==> src/rtl/filtragem_pkg.sv <==
// Shared types and helpers for the sliding-window median filter.
// Provides slot_t (value, valid, age), size limits, age width and mid index.
package filtragem_pkg;

    localparam int MAX_DEPTH = 31;
    localparam int MAX_WIDTH = 16;

    function automatic int age_width(input int depth);
        return (depth > 2) ? $clog2(depth) : 1;
    endfunction

    function automatic int mid_idx(input int depth);
        return (depth - 1) / 2;
    endfunction

    localparam int AGE_W = age_width(MAX_DEPTH);

    typedef struct packed {
        logic [MAX_WIDTH-1:0] value;
        logic                 valid;
        logic [AGE_W-1:0]     age;
    } slot_t;

    // Surviving slots get one step older; empty slots stay at age 0.
    function automatic slot_t aged(input slot_t s);
        slot_t r;
        r = s;
        if (s.valid)
            r.age = s.age + 1'b1;
        return r;
    endfunction

endpackage

==> src/rtl/celula_ordenada.sv <==
// One slot of the permanently sorted window.
// Ports: clk, rst, ena, flush, in_valid, new_value, below/above neighbour
// slots, gt_below/gt_above neighbour compares, del_here/del_below deletion
// flags (oldest slot at or below this one), slot (own state), gt (compare).
module celula_ordenada
    import filtragem_pkg::*;
#(
    parameter bit BASE = 1'b0
) (
    input  logic                 clk,
    input  logic                 rst,
    input  logic                 ena,
    input  logic                 flush,
    input  logic                 in_valid,
    input  logic [MAX_WIDTH-1:0] new_value,
    input  slot_t                below,
    input  slot_t                above,
    input  logic                 gt_below,
    input  logic                 gt_above,
    input  logic                 del_here,
    input  logic                 del_below,
    output slot_t                slot,
    output logic                 gt
);

    logic  ins;
    logic  take_above;
    logic  take_below;
    slot_t fresh;

    // Empty slots rank above any value; strict compare puts new above ties.
    assign gt = !slot.valid || (new_value < slot.value);

    // Deletion below the insert point pulls slots down; otherwise push up.
    assign ins = (del_here && !gt && gt_above)
              || (!del_below && gt && !gt_below);
    assign take_above = del_here && !gt_above;
    assign take_below = gt_below && !del_below;

    always_comb begin
        fresh       = '0;
        fresh.value = new_value;
        fresh.valid = 1'b1;
    end

    always_ff @(posedge clk or posedge rst) begin
        if (rst) begin
            slot <= '0;
        end else if (ena) begin
            if (flush) begin
                slot <= (BASE && in_valid) ? fresh : '0;
            end else if (in_valid) begin
                unique case (1'b1)
                    ins:        slot <= fresh;
                    take_above: slot <= aged(above);
                    take_below: slot <= aged(below);
                    default:    slot <= aged(slot);
                endcase
            end
        end
    end

endmodule

==> src/rtl/filtro_mediana_janela.sv <==
// Streaming sliding-window median filter, one sample per clock.
// Ports: clk, rst, ena, flush, in_valid, in_data -> out_valid, out_median,
// fill_count; MEDIANA_MINMAX_EN adds out_min/out_max (window extremes).
module filtro_mediana_janela
    import filtragem_pkg::*;
#(
    parameter int WIDTH = 8,
    parameter int DEPTH = 9
) (
    input  logic                       clk,
    input  logic                       rst,
    input  logic                       ena,
    input  logic                       flush,
    input  logic                       in_valid,
    input  logic [WIDTH-1:0]           in_data,
    output logic                       out_valid,
    output logic [WIDTH-1:0]           out_median,
`ifdef MEDIANA_MINMAX_EN
    output logic [WIDTH-1:0]           out_min,
    output logic [WIDTH-1:0]           out_max,
`endif
    output logic [$clog2(DEPTH+1)-1:0] fill_count
);

    localparam int FW  = $clog2(DEPTH + 1);
    localparam int MID = mid_idx(DEPTH);

    if (DEPTH < 3 || DEPTH > MAX_DEPTH || (DEPTH % 2) == 0) begin : g_bad_depth
        $error("filtro_mediana_janela: DEPTH must be odd, 3..31");
    end
    if (WIDTH < 1 || WIDTH > MAX_WIDTH) begin : g_bad_width
        $error("filtro_mediana_janela: WIDTH must be 1..16");
    end

    // Index 0 and DEPTH+1 are fixed boundary entries around the real slots.
    slot_t                slot_x [DEPTH+2];
    logic                 gt_x   [DEPTH+2];
    logic [DEPTH:0]       del_x;
    logic                 full;
    logic                 pend;
    logic [MAX_WIDTH-1:0] new_value;

    assign full      = (fill_count == FW'(DEPTH));
    assign new_value = MAX_WIDTH'(in_data);

    assign slot_x[0]       = '0;
    assign slot_x[DEPTH+1] = '0;
    assign gt_x[0]         = 1'b0;
    assign gt_x[DEPTH+1]   = 1'b1;

    // Cumulative "oldest slot is at or below index" chain.
    always_comb begin
        del_x = '0;
        for (int i = 0; i < DEPTH; i++) begin
            del_x[i+1] = del_x[i]
                       || (full && slot_x[i+1].valid
                           && slot_x[i+1].age == AGE_W'(DEPTH - 1));
        end
    end

    for (genvar i = 0; i < DEPTH; i++) begin : g_slot
        celula_ordenada #(
            .BASE (i == 0)
        ) u_cel (
            .clk       (clk),
            .rst       (rst),
            .ena       (ena),
            .flush     (flush),
            .in_valid  (in_valid),
            .new_value (new_value),
            .below     (slot_x[i]),
            .above     (slot_x[i+2]),
            .gt_below  (gt_x[i]),
            .gt_above  (gt_x[i+2]),
            .del_here  (del_x[i+1]),
            .del_below (del_x[i]),
            .slot      (slot_x[i+1]),
            .gt        (gt_x[i+1])
        );
    end

    always_ff @(posedge clk or posedge rst) begin
        if (rst) begin
            fill_count <= '0;
            pend       <= 1'b0;
        end else if (ena) begin
            pend <= in_valid && !flush
                 && (full || fill_count == FW'(DEPTH - 1));
            if (flush)
                fill_count <= in_valid ? FW'(1) : '0;
            else if (in_valid && !full)
                fill_count <= fill_count + 1'b1;
        end
    end

    // Output stage reads the array one edge after the update it reports.
    always_ff @(posedge clk or posedge rst) begin
        if (rst) begin
            out_valid  <= 1'b0;
            out_median <= '0;
`ifdef MEDIANA_MINMAX_EN
            out_min    <= '0;
            out_max    <= '0;
`endif
        end else if (!ena) begin
            out_valid <= 1'b0;
        end else begin
            out_valid <= pend;
            if (pend) begin
                out_median <= slot_x[MID+1].value[WIDTH-1:0];
`ifdef MEDIANA_MINMAX_EN
                out_min    <= slot_x[1].value[WIDTH-1:0];
                out_max    <= slot_x[DEPTH].value[WIDTH-1:0];
`endif
            end
        end
    end

endmodule

==> config.mk <==
export PLATFORM = sky130hd
export DESIGN_NAME = filtro_mediana_janela
export DESIGN_NICKNAME = d
export VERILOG_FILES = /design/src/rtl/filtragem_pkg.sv /design/src/rtl/celula_ordenada.sv /design/src/rtl/filtro_mediana_janela.sv
export SDC_FILE = /design/constraint.sdc
export NUM_CORES = 1
export LEC_CHECK = 0
export CORE_UTILIZATION = 50
export CTS_CLUSTER_DIAMETER = 120
export CTS_CLUSTER_SIZE = 30
export DETAILED_ROUTE_END_ITERATION = 10
export GPL_ROUTABILITY_DRIVEN = 0
export PLACE_DENSITY = 0.66
export SYNTH_ARGS = -nofsm -noshare
export SYNTH_HDL_FRONTEND = slang
export SYNTH_SLANG_ARGS = --single-unit
export TNS_END_PERCENT = 30
==> constraint.sdc <==
create_clock -name clk -period 12.6 [get_ports clk]
set_input_delay 1.26 -clock clk [delete_from_list [all_inputs] [get_ports clk]]
set_output_delay 1.26 -clock clk [all_outputs]
set_load 0.02 [all_outputs]
Yosys cells after proc, flatten, opt, wreduce, memory -nomap -nowiden
Index checks and enable logic that the tools add are counted.
- register bits: 212
- input port bits: 13
- output and inout bits: 13
- word-level logic and storage cells: 250
- add/sub/neg operators: 10
- order comparisons: 9
- equal/unequal tests: 11
- multiplexer cells: 41
- reductions and logical operators: 148
- operators by type and width (operator ; count):
    case mux 22 bit (3 select lines) ; 7
    two-way mux 22 bit ; 18
    less-than comparator 8 x 16 -> 1 bit ; 9
    case mux 22 bit (2 select lines) ; 2
    logical AND 1 bit ; 70
    adder 5 x 1 -> 5 bit (second input constant) ; 9
    == test 5 x 4 -> 1 bit (second input constant) ; 9
    two-way mux 5 bit ; 9
    logical NOT 1 bit ; 28
    nonzero test 4 bit ; 7
    logical OR 1 bit ; 27
    AND reduction 3 bit ; 9
    two-way mux 14 bit ; 1
    == test 4 bit (second input constant) ; 2
    two-way mux 4 bit ; 2
    AND reduction 2 bit ; 3
    nonzero test 3 bit ; 2
    adder 4 x 1 -> 4 bit (second input constant) ; 1
    nonzero test 2 bit ; 2
    two-way mux 1 bit ; 2

Depth between registers and ports, before layout
- word-level depth: 17
- gate-level depth with buffers: 13

Modules after synthesis
Synthesis repeated with hierarchy kept, for this count alone.
- cell total of the unflattened synthesis: 1912
- area, all modules: 18843.1 um2
- modules (own cells, without submodules) (module ; instances ; cells each ; area an instance (um2)):
    celula_ordenada (g_slot[1].u_cel ...) ; 7 ; 185 ; 1949.4
    celula_ordenada (g_slot[3].u_cel) ; 1 ; 257 ; 2219.6
    celula_ordenada (g_slot[0].u_cel) ; 1 ; 269 ; 2059.5
    filtro_mediana_janela ; 1 ; 91 ; 918.4

Least setup slack after synthesis
Ideal clock, no wire load.
- path kind: input -> register
- start point: in in_data[2]
- end point: reg g_slot[6].u_cel.slot[10] (netlist name)
- arrival time: 3.690 ns
- data required time: 12.522 ns
- path slack: 8.832 ns
- cell stages on the path: 11
- path buffers: 2
- cells stage by stage: ha_1 > a211oi_1 > o21ai_0 > a211oi_1 > nor2_1 > or3_1 > and2_1 > clkbuf_1 > a31oi_2 > buf_2 > o2bb2ai_1
- cells in the longest elaborated chain, start to end: 9
- elaborated cells between the ends (all ways): 21
- those cells by class: order compare (3); mux (3); reduce/logical (15)
- RTL lines (element ; line ; RTL):
    start, declared ; filtro_mediana_janela.sv:15 ; input logic [WIDTH-1:0] in_data,
    less-than comparator 8 x 16 -> 1 bit ; celula_ordenada.sv:32 ; assign gt = !slot.valid || (new_value < slot.value);
    logical OR 1 bit ; celula_ordenada.sv:32 ;
    logical NOT 1 bit ; celula_ordenada.sv:35 ; assign ins = (del_here && !gt && gt_above)
    logical AND 1 bit (2 in series) ; celula_ordenada.sv:35 ;
    logical OR 1 bit ; celula_ordenada.sv:36 ; || (!del_below && gt && !gt_below);
    case mux 22 bit (3 select lines) ; celula_ordenada.sv:53 ; unique case (1'b1)
    two-way mux 22 bit ; celula_ordenada.sv:52 ; end else if (in_valid) begin
    two-way mux 22 bit ; celula_ordenada.sv:50 ; if (flush) begin
    end signal, assigned ; celula_ordenada.sv:51 ; slot <= (BASE && in_valid) ? fresh : '0;
    end signal, assigned ; celula_ordenada.sv:54 ; ins: slot <= fresh;
    end signal, assigned ; celula_ordenada.sv:55 ; take_above: slot <= aged(above);
    end, declared ; celula_ordenada.sv:22 ; output slot_t slot,
Parallel ways exist; a longest one is shown, timed or not. The select of a mux whose other input is x is not followed.
A chain may end at the register's enable or synchronous reset.

Final worst setup path
- start point: in in_data[1]
- end point: reg g_slot[4].u_cel.slot[15] (netlist name)
- cells in the longest elaborated chain, start to end: 9
- elaborated cells between the ends (all ways): 21
- those cells by class: order compare (3); mux (3); reduce/logical (15)
- RTL lines (element ; line):
    less-than comparator 8 x 16 -> 1 bit ; celula_ordenada.sv:32
    logical OR 1 bit ; celula_ordenada.sv:32
    logical NOT 1 bit ; celula_ordenada.sv:35
    logical AND 1 bit (2 in series) ; celula_ordenada.sv:35
    logical OR 1 bit ; celula_ordenada.sv:36
    case mux 22 bit (3 select lines) ; celula_ordenada.sv:53
    two-way mux 22 bit ; celula_ordenada.sv:52
    two-way mux 22 bit ; celula_ordenada.sv:50
    end signal, assigned ; celula_ordenada.sv:51
    end signal, assigned ; celula_ordenada.sv:54
    end signal, assigned ; celula_ordenada.sv:55
    end, declared ; celula_ordenada.sv:22
Parallel ways exist; a longest one is shown, timed or not. The select of a mux whose other input is x is not followed.

==> impl_metrics.csv <==
group,metric,value,unit
power_and_ir_drop,leakage,5.66,nW
setup_path,r2r_slack,8.79,ns
synthesis,synthesis.nets,1461,
cts,clock-root-buffer,"clkbuf_16",
place,portBuffers,25,
cells_and_area,fin_nets,1438,
cts,ctsHoldBuffers,0,
floorplanning,die_height,162,um
setup_path,crit_path_cell_trace,"clkdlybuf4s50_1 -> ha_1 -> a2111oi_0 -> o32ai_1 -> o2111ai_1 -> and3_1 -> nor3b_1 -> o21ai_1 -> a22o_1",
setup_path,cp.arrival,5.64,ns
cts,cts_resized,0,
synthesis,async_flop_share,100,%
cells_and_area,areaGrowthSynthToFinish,6.03,%
cells_and_area,drive_above_1_share,3.73,%
floorplanning,die_w,162,um
cts,cts_num_sinks,212,
sta,fmax,0.192,GHz
floorplanning,initial_utilization,50.9,%
sta,fin_crit,5.22,ns
synthesis,netlist_area,12800,sq um
synthesis,syn_inst,1364,
synthesis,ys_top_cells_by_count,"212 x dfrtp_1, 116 x inv_1, 104 x nand2_1, 95 x nor2_1, 84 x ha_1",
setup_path,slowest_delay,1.07,ns
cts,clk_pin_slew,0.12,ns
global_route,grt_pass1_wl,57100,um
synthesis,ys.warnings.count,0,
synthesis,syn-mean-instance-area,9.36,sq um
synthesis,synth_cell_types,67,
sta,tightest_slew,1.30,ns
floorplanning,row_count,58,
setup_path,crit_slowest_cell,"clkdlybuf4s50_1",
cts,cts_max_level,1,
global_route,use_met2,46.0,%
cts,post-cts-setup-buffers,0,
cts,clk_path_buf_depth,3,
global_route,antenna_found_initial,0,
setup_path,startpoint_type,"primary input",
setup_path,worstSetupPathType,"in -> reg",
setup_path,end_kind,"register",
place,dp_hpwl,25500,um
global_route,met3_usage,2.40,%
status,run_status,"finished, final reports clean",
synthesis,synth_seq_area_share,41.5,%
route,vias,10700,
flow_run,maxCapViolCount,0,
floorplanning,core,25100,sq um
min_path,hold_path_class,"reg -> reg",
setup_path,critPathTopFamily,"compound AO/OA/AOI/OAI gates",
sta,grt_setup_unrepaired,"false",
sta,finalHoldViolCount,0,
synthesis,synth_ff_type,"dfrtp_1",
cts,worstSkewPairLatency,0.49,ns
synthesis,synth.most_common_cell,"dfrtp_1",
synthesis,synth_edf_count,0,
synthesis,yosysTopAreaCell,"dfrtp_1",
sta,slew_headroom,13.0,%
route,drt_first_pass_iters,6,
power_and_ir_drop,irDropWorstVdd,0.0772,mV
synthesis,synth_area_leaders,"dfrtp_1 42%, ha_1 8.2%, a22o_1 4.7%",
setup_path,path_buf_inv,1,
route,drtAntennaViolNets,0,
route,routedWlPerCell,20.8,um
route,drt_iter0_drc,1158,
floorplanning,die_area,26200,sq um
cts,cts_tree,"yes",
route,drc,0,
power_and_ir_drop,p_per_area,100,nW/um^2
floorplanning,ioPinCount,26,
sta,tns,0,ns
global_route,grt_pass1_vias,10600,
setup_path,path_max_fanout,18,
global_route,grt_start_max_net_pins,130,
synthesis,ys_seq_elements,212,
cells_and_area,fin_util,53.9,%
route,vias_per_cell,6.38,
global_route,top_usage_layer,"met2",
setup_path,required,13.02,ns
cts,numCtsBuffers,11,
cells_and_area,fillers,2338,
sta,maxSlewViolCount,0,
route,drt_wl_total,34800,um
global_route,track_usage,27.2,%
sta,finClkSkew,0.0354,ns
sta,setup_viol,0,
global_route,met1_usage,37.4,%
synthesis,synth_top_area_share,41.5,%
global_route,grt-ovfl-total,0,
cells_and_area,num_antenna_cells,0,
sta,layout_worst_path_cycle_share,41.4,%
## kinds of logic after synthesis
kind of cell / synth area share [%]
buf+inv: 5.79
xor+xnor: 2.26
compound gates: 27.1
mux: 0.950
simple gates: 14.1
flops: 41.5
fa+ha+maj: 8.23
## stage by stage
step,setup slack (ns),cells,hold slack [ns],cell area (sq um),total power [mW]
floorplan,5.55,1364,0.456,12800,0.898
global placement,7.05,1658,0.467,13200,0.960
detailed placement,6.90,1658,0.473,13200,0.965
CTS,7.40,1672,0.503,13500,1.37
global route,7.10,1672,0.517,13500,1.42
finish,7.38,1672,0.496,13500,1.36
## where the power goes
group / total, mW / switching [mW] / internal [mW] / leakage (nW)
logic: 0.229 / 0.147 / 0.0829 / 2.58
registers: 0.725 / 0.0241 / 0.701 / 2.93
clock network: 0.403 / 0.237 / 0.166 / 0.153
total: 1.36 / 0.408 / 0.949 / 5.66
## layout make-up
type                       instances  area, sq um  share of cell area [%]
clock inverter                     3         32.5                   0.240
multi-input combinational        963         6740                    49.7
inverter                         116          443                    3.27
clock buffer                      11          275                    2.03
tap                              330          413                    3.05
timing repair buffer              37          340                    2.51
sequential                       212         5310                    39.2
## cells in the final DEF, fill, tap and decap left out, types with 13 or more instances in the layout
master	Yosys	final
o221ai_1	13	13
a222oi_1	21	21
inv_1	116	115
ha_1	84	84
a31oi_1	19	19
nand4_1	37	37
a21oi_1	70	70
o22ai_1	50	50
nand2_1	104	104
a22oi_1	13	13
xor2_1	30	30
o21ai_0	50	50
dfrtp_1	212	212
o2bb2ai_1	57	57
clkdlybuf4s50_1	0	25
nor2b_1	16	16
nand3_1	21	21
nor3_1	25	25
nand2b_1	14	14
nor2_1	95	94
a22o_1	69	69
## routing by layer
metal  wire, um  up-vias
li1           -     5090
met1      15700     5220
met2      16700      314
met3       1730       37
met4        635        0
met5          0        -
## worst paths after layout
| kind | startpoint | endpoint | depth (start not counted) |
|---|---|---|---|
| hold / removal | g_slot[7].u_cel.slot[9] | g_slot[7].u_cel.slot[9] | 1 |
| setup / recovery | in_data[1] | g_slot[4].u_cel.slot[15] | 9 |
| hold reg to reg | g_slot[7].u_cel.slot[9] | g_slot[7].u_cel.slot[9] | 1 |
| setup reg to reg | g_slot[4].u_cel.slot[7] | g_slot[4].u_cel.slot[15] | 9 |
| min in group asynchronous | rst | g_slot[5].u_cel.slot[7] | 2 |
| max in group asynchronous | rst | g_slot[2].u_cel.slot[11] | 3 |
## state kept, by name, summed over array words and instances (netlist names)
| signal | flops |
|---|---|
| g_slot.u_cel.slot | 198 |
| out_median | 8 |
| fill_count | 4 |
| out_valid | 1 |
| pend | 1 |
(Power assumes the default switching activity.)
==> patch: new RTL, config.mk and constraints unchanged <==
Add an input register stage for `ena`, `flush`, `in_valid` and `in_data`, without a reset; this delays them by one clock.
--- a/src/rtl/filtro_mediana_janela.sv
+++ b/src/rtl/filtro_mediana_janela.sv
@@ -25,6 +25,18 @@
     localparam int FW  = $clog2(DEPTH + 1);
     localparam int MID = mid_idx(DEPTH);
 
+    logic ena_q;
+    logic flush_q;
+    logic in_valid_q;
+    logic [WIDTH-1:0] in_data_q;
+
+    always_ff @(posedge clk) begin
+        ena_q      <= ena;
+        flush_q    <= flush;
+        in_valid_q <= in_valid;
+        in_data_q  <= in_data;
+    end
+
     if (DEPTH < 3 || DEPTH > MAX_DEPTH || (DEPTH % 2) == 0) begin : g_bad_depth
         $error("filtro_mediana_janela: DEPTH must be odd, 3..31");
     end
@@ -41,7 +53,7 @@
     logic [MAX_WIDTH-1:0] new_value;
 
     assign full      = (fill_count == FW'(DEPTH));
-    assign new_value = MAX_WIDTH'(in_data);
+    assign new_value = MAX_WIDTH'(in_data_q);
 
     assign slot_x[0]       = '0;
     assign slot_x[DEPTH+1] = '0;
@@ -64,9 +76,9 @@
         ) u_cel (
             .clk       (clk),
             .rst       (rst),
-            .ena       (ena),
-            .flush     (flush),
-            .in_valid  (in_valid),
+            .ena       (ena_q),
+            .flush     (flush_q),
+            .in_valid  (in_valid_q),
             .new_value (new_value),
             .below     (slot_x[i]),
             .above     (slot_x[i+2]),
@@ -83,12 +95,12 @@
         if (rst) begin
             fill_count <= '0;
             pend       <= 1'b0;
-        end else if (ena) begin
-            pend <= in_valid && !flush
+        end else if (ena_q) begin
+            pend <= in_valid_q && !flush_q
                  && (full || fill_count == FW'(DEPTH - 1));
-            if (flush)
-                fill_count <= in_valid ? FW'(1) : '0;
-            else if (in_valid && !full)
+            if (flush_q)
+                fill_count <= in_valid_q ? FW'(1) : '0;
+            else if (in_valid_q && !full)
                 fill_count <= fill_count + 1'b1;
         end
     end
@@ -102,7 +114,7 @@
             out_min    <= '0;
             out_max    <= '0;
 `endif
-        end else if (!ena) begin
+        end else if (!ena_q) begin
             out_valid <= 1'b0;
         end else begin
             out_valid <= pend;
Check against the original RTL: not equivalent (Yosys sat finds a counterexample within 4 cycles, from zero or initial values and one cycle with rst high).
==> patch against the unedited design <==
Sequential share of layout area increased by 0.59 points; final cell count increased by 7.9%; cell area increased by 2.6%; non-clock buffer count increased by 1; die area increased by 2.9%; sequential cell count increased by 11; synthesized area increased by 2.9%; worst setup slack improved by 1200 ps; power decreased by 0.65%; critical endpoint is now g_slot[0].u_cel.slot[11]; wire length increased by 0.28%; clock skew decreased by 10 ps; largest power group unchanged; first-iteration DRC count decreased by 21%.
==> patch: results (changes against the unedited design) <==
{| class="wikitable"
! Metric !! Value
|-
| Largest stage delay on the critical path || 970 ps (was 1070 ps)
|-
| R2r setup slk || 8610 ps (was 8790 ps)
|-
| Worst setup skew after layout || 25.31 ps (was 35.43 ps)
|-
| Worst Setup Slack post-DPL || 8728 ps (was 6905 ps)
|-
| # fillers || 2377 (was 2338)
|-
| Met2 track demand over resource || 45.38% (was 46.02%)
|-
| Launch instance of the worst min-delay path || g_slot[0].u_cel.slot[13] (was g_slot[7].u_cel.slot[9])
|-
| Multi-In Gates || 1098 (was 963)
|-
| Run status || finished clean (unchanged)
|-
| Launching element type of the critical path || flip-flop (was primary input)
|-
| Pin count of the biggest net entering global routing || 134 (was 130)
|-
| Instance count along the most critical hold path || 2 (was 1)
|-
| Global Route Usage Sum || 26.72% (was 27.22%)
|-
| Registers with the most flip-flops || g_slot.u_cel.slot: 198 flops, in_data_q: 8 flops, out_median: 8 flops (was g_slot.u_cel.slot: 198 flops, out_median: 8 flops, fill_count: 4 flops)
|-
| Sequential fraction of the synthesis area || 42.02% (was 41.53%)
|-
| Beginning of the worst register-to-register path || in_data_q[1] (was g_slot[4].u_cel.slot[7])
|-
| Synth cell types || 71 (was 67)
|-
| Buffers excl. clock || 38 (was 37)
|-
| Crit path max-delay family || simple AND/OR/NAND/NOR gates (was compound AO/OA/AOI/OAI gates)
|-
| Layout non-clock buf frac || 2.503% (was 2.513%)
|-
| Met1 global-route usage || 37.14% (was 37.39%)
|-
| Drt first pass iters || 8 (was 6)
|-
| Worst Hold Endpoint || g_slot[0].u_cel.slot[13] (was g_slot[7].u_cel.slot[9])
|-
| Post-DP HPWL || 25400 um (was 25510 um)
|-
| Placed instance area || 0.01359 sq mm (was 0.01324 sq mm)
|-
| First-pass GRT wire length || 57380 um (was 57120 um)
|-
| Leakage || 5.731 nW (was 5.660 nW)
|-
| Flip-flop and latch count after synthesis || 223 (was 212)
|-
| Dominant cells by area after synthesis || dfrtp_1 40%, ha_1 8.0%, nand2_1 7.2%, o21ai_0 6.1%, a21oi_1 3.0% (was dfrtp_1 42%, ha_1 8.2%, a22o_1 4.7%, o2bb2ai_1 3.9%, inv_1 3.4%)
|-
| Achievable clock frequency || 0.2504 GHz (was 0.1916 GHz)
|-
| Fraction of standard cell area in multi-input logic || 49.85% (was 49.73%)
|-
| Via count of the first global-routing pass || 10497 (was 10565)
|-
| Wire length on met1 || 15860 um (was 15730 um)
|}
==> patch: cell families after synthesis <==
kind of cell	synth area share [%]
AND/OR/NAND/NOR	17.12
adder cells (fa/ha/maj)	7.993
flip-flops	42.02
XOR/XNOR	2.465
AO/OA/AOI/OAI	24.19
buffers and inverters	5.329
multiplexers	0.8849
==> patch: power breakdown <==
part / leakage [nW] / switching, mW / total, mW / internal (mW)
Combinational: 2.54 / 0.124 / 0.187 / 0.0626
Sequential: 3.04 / 0.0247 / 0.756 / 0.731
Clock: 0.152 / 0.239 / 0.406 / 0.167
Total: 5.73 / 0.388 / 1.35 / 0.960
==> patch: per-stage QoR <==
step	cells	total power, mW	hold slack, ps	utilization [%]
floorplan	1495	0.9007	438.7	-
global placement	1787	0.9513	452.2	53.35
detailed placement	1787	0.9554	460.3	53.35
CTS	1804	1.358	486.8	54.56
global route	1804	1.406	510.7	54.56
finish	1804	1.348	485.1	54.56
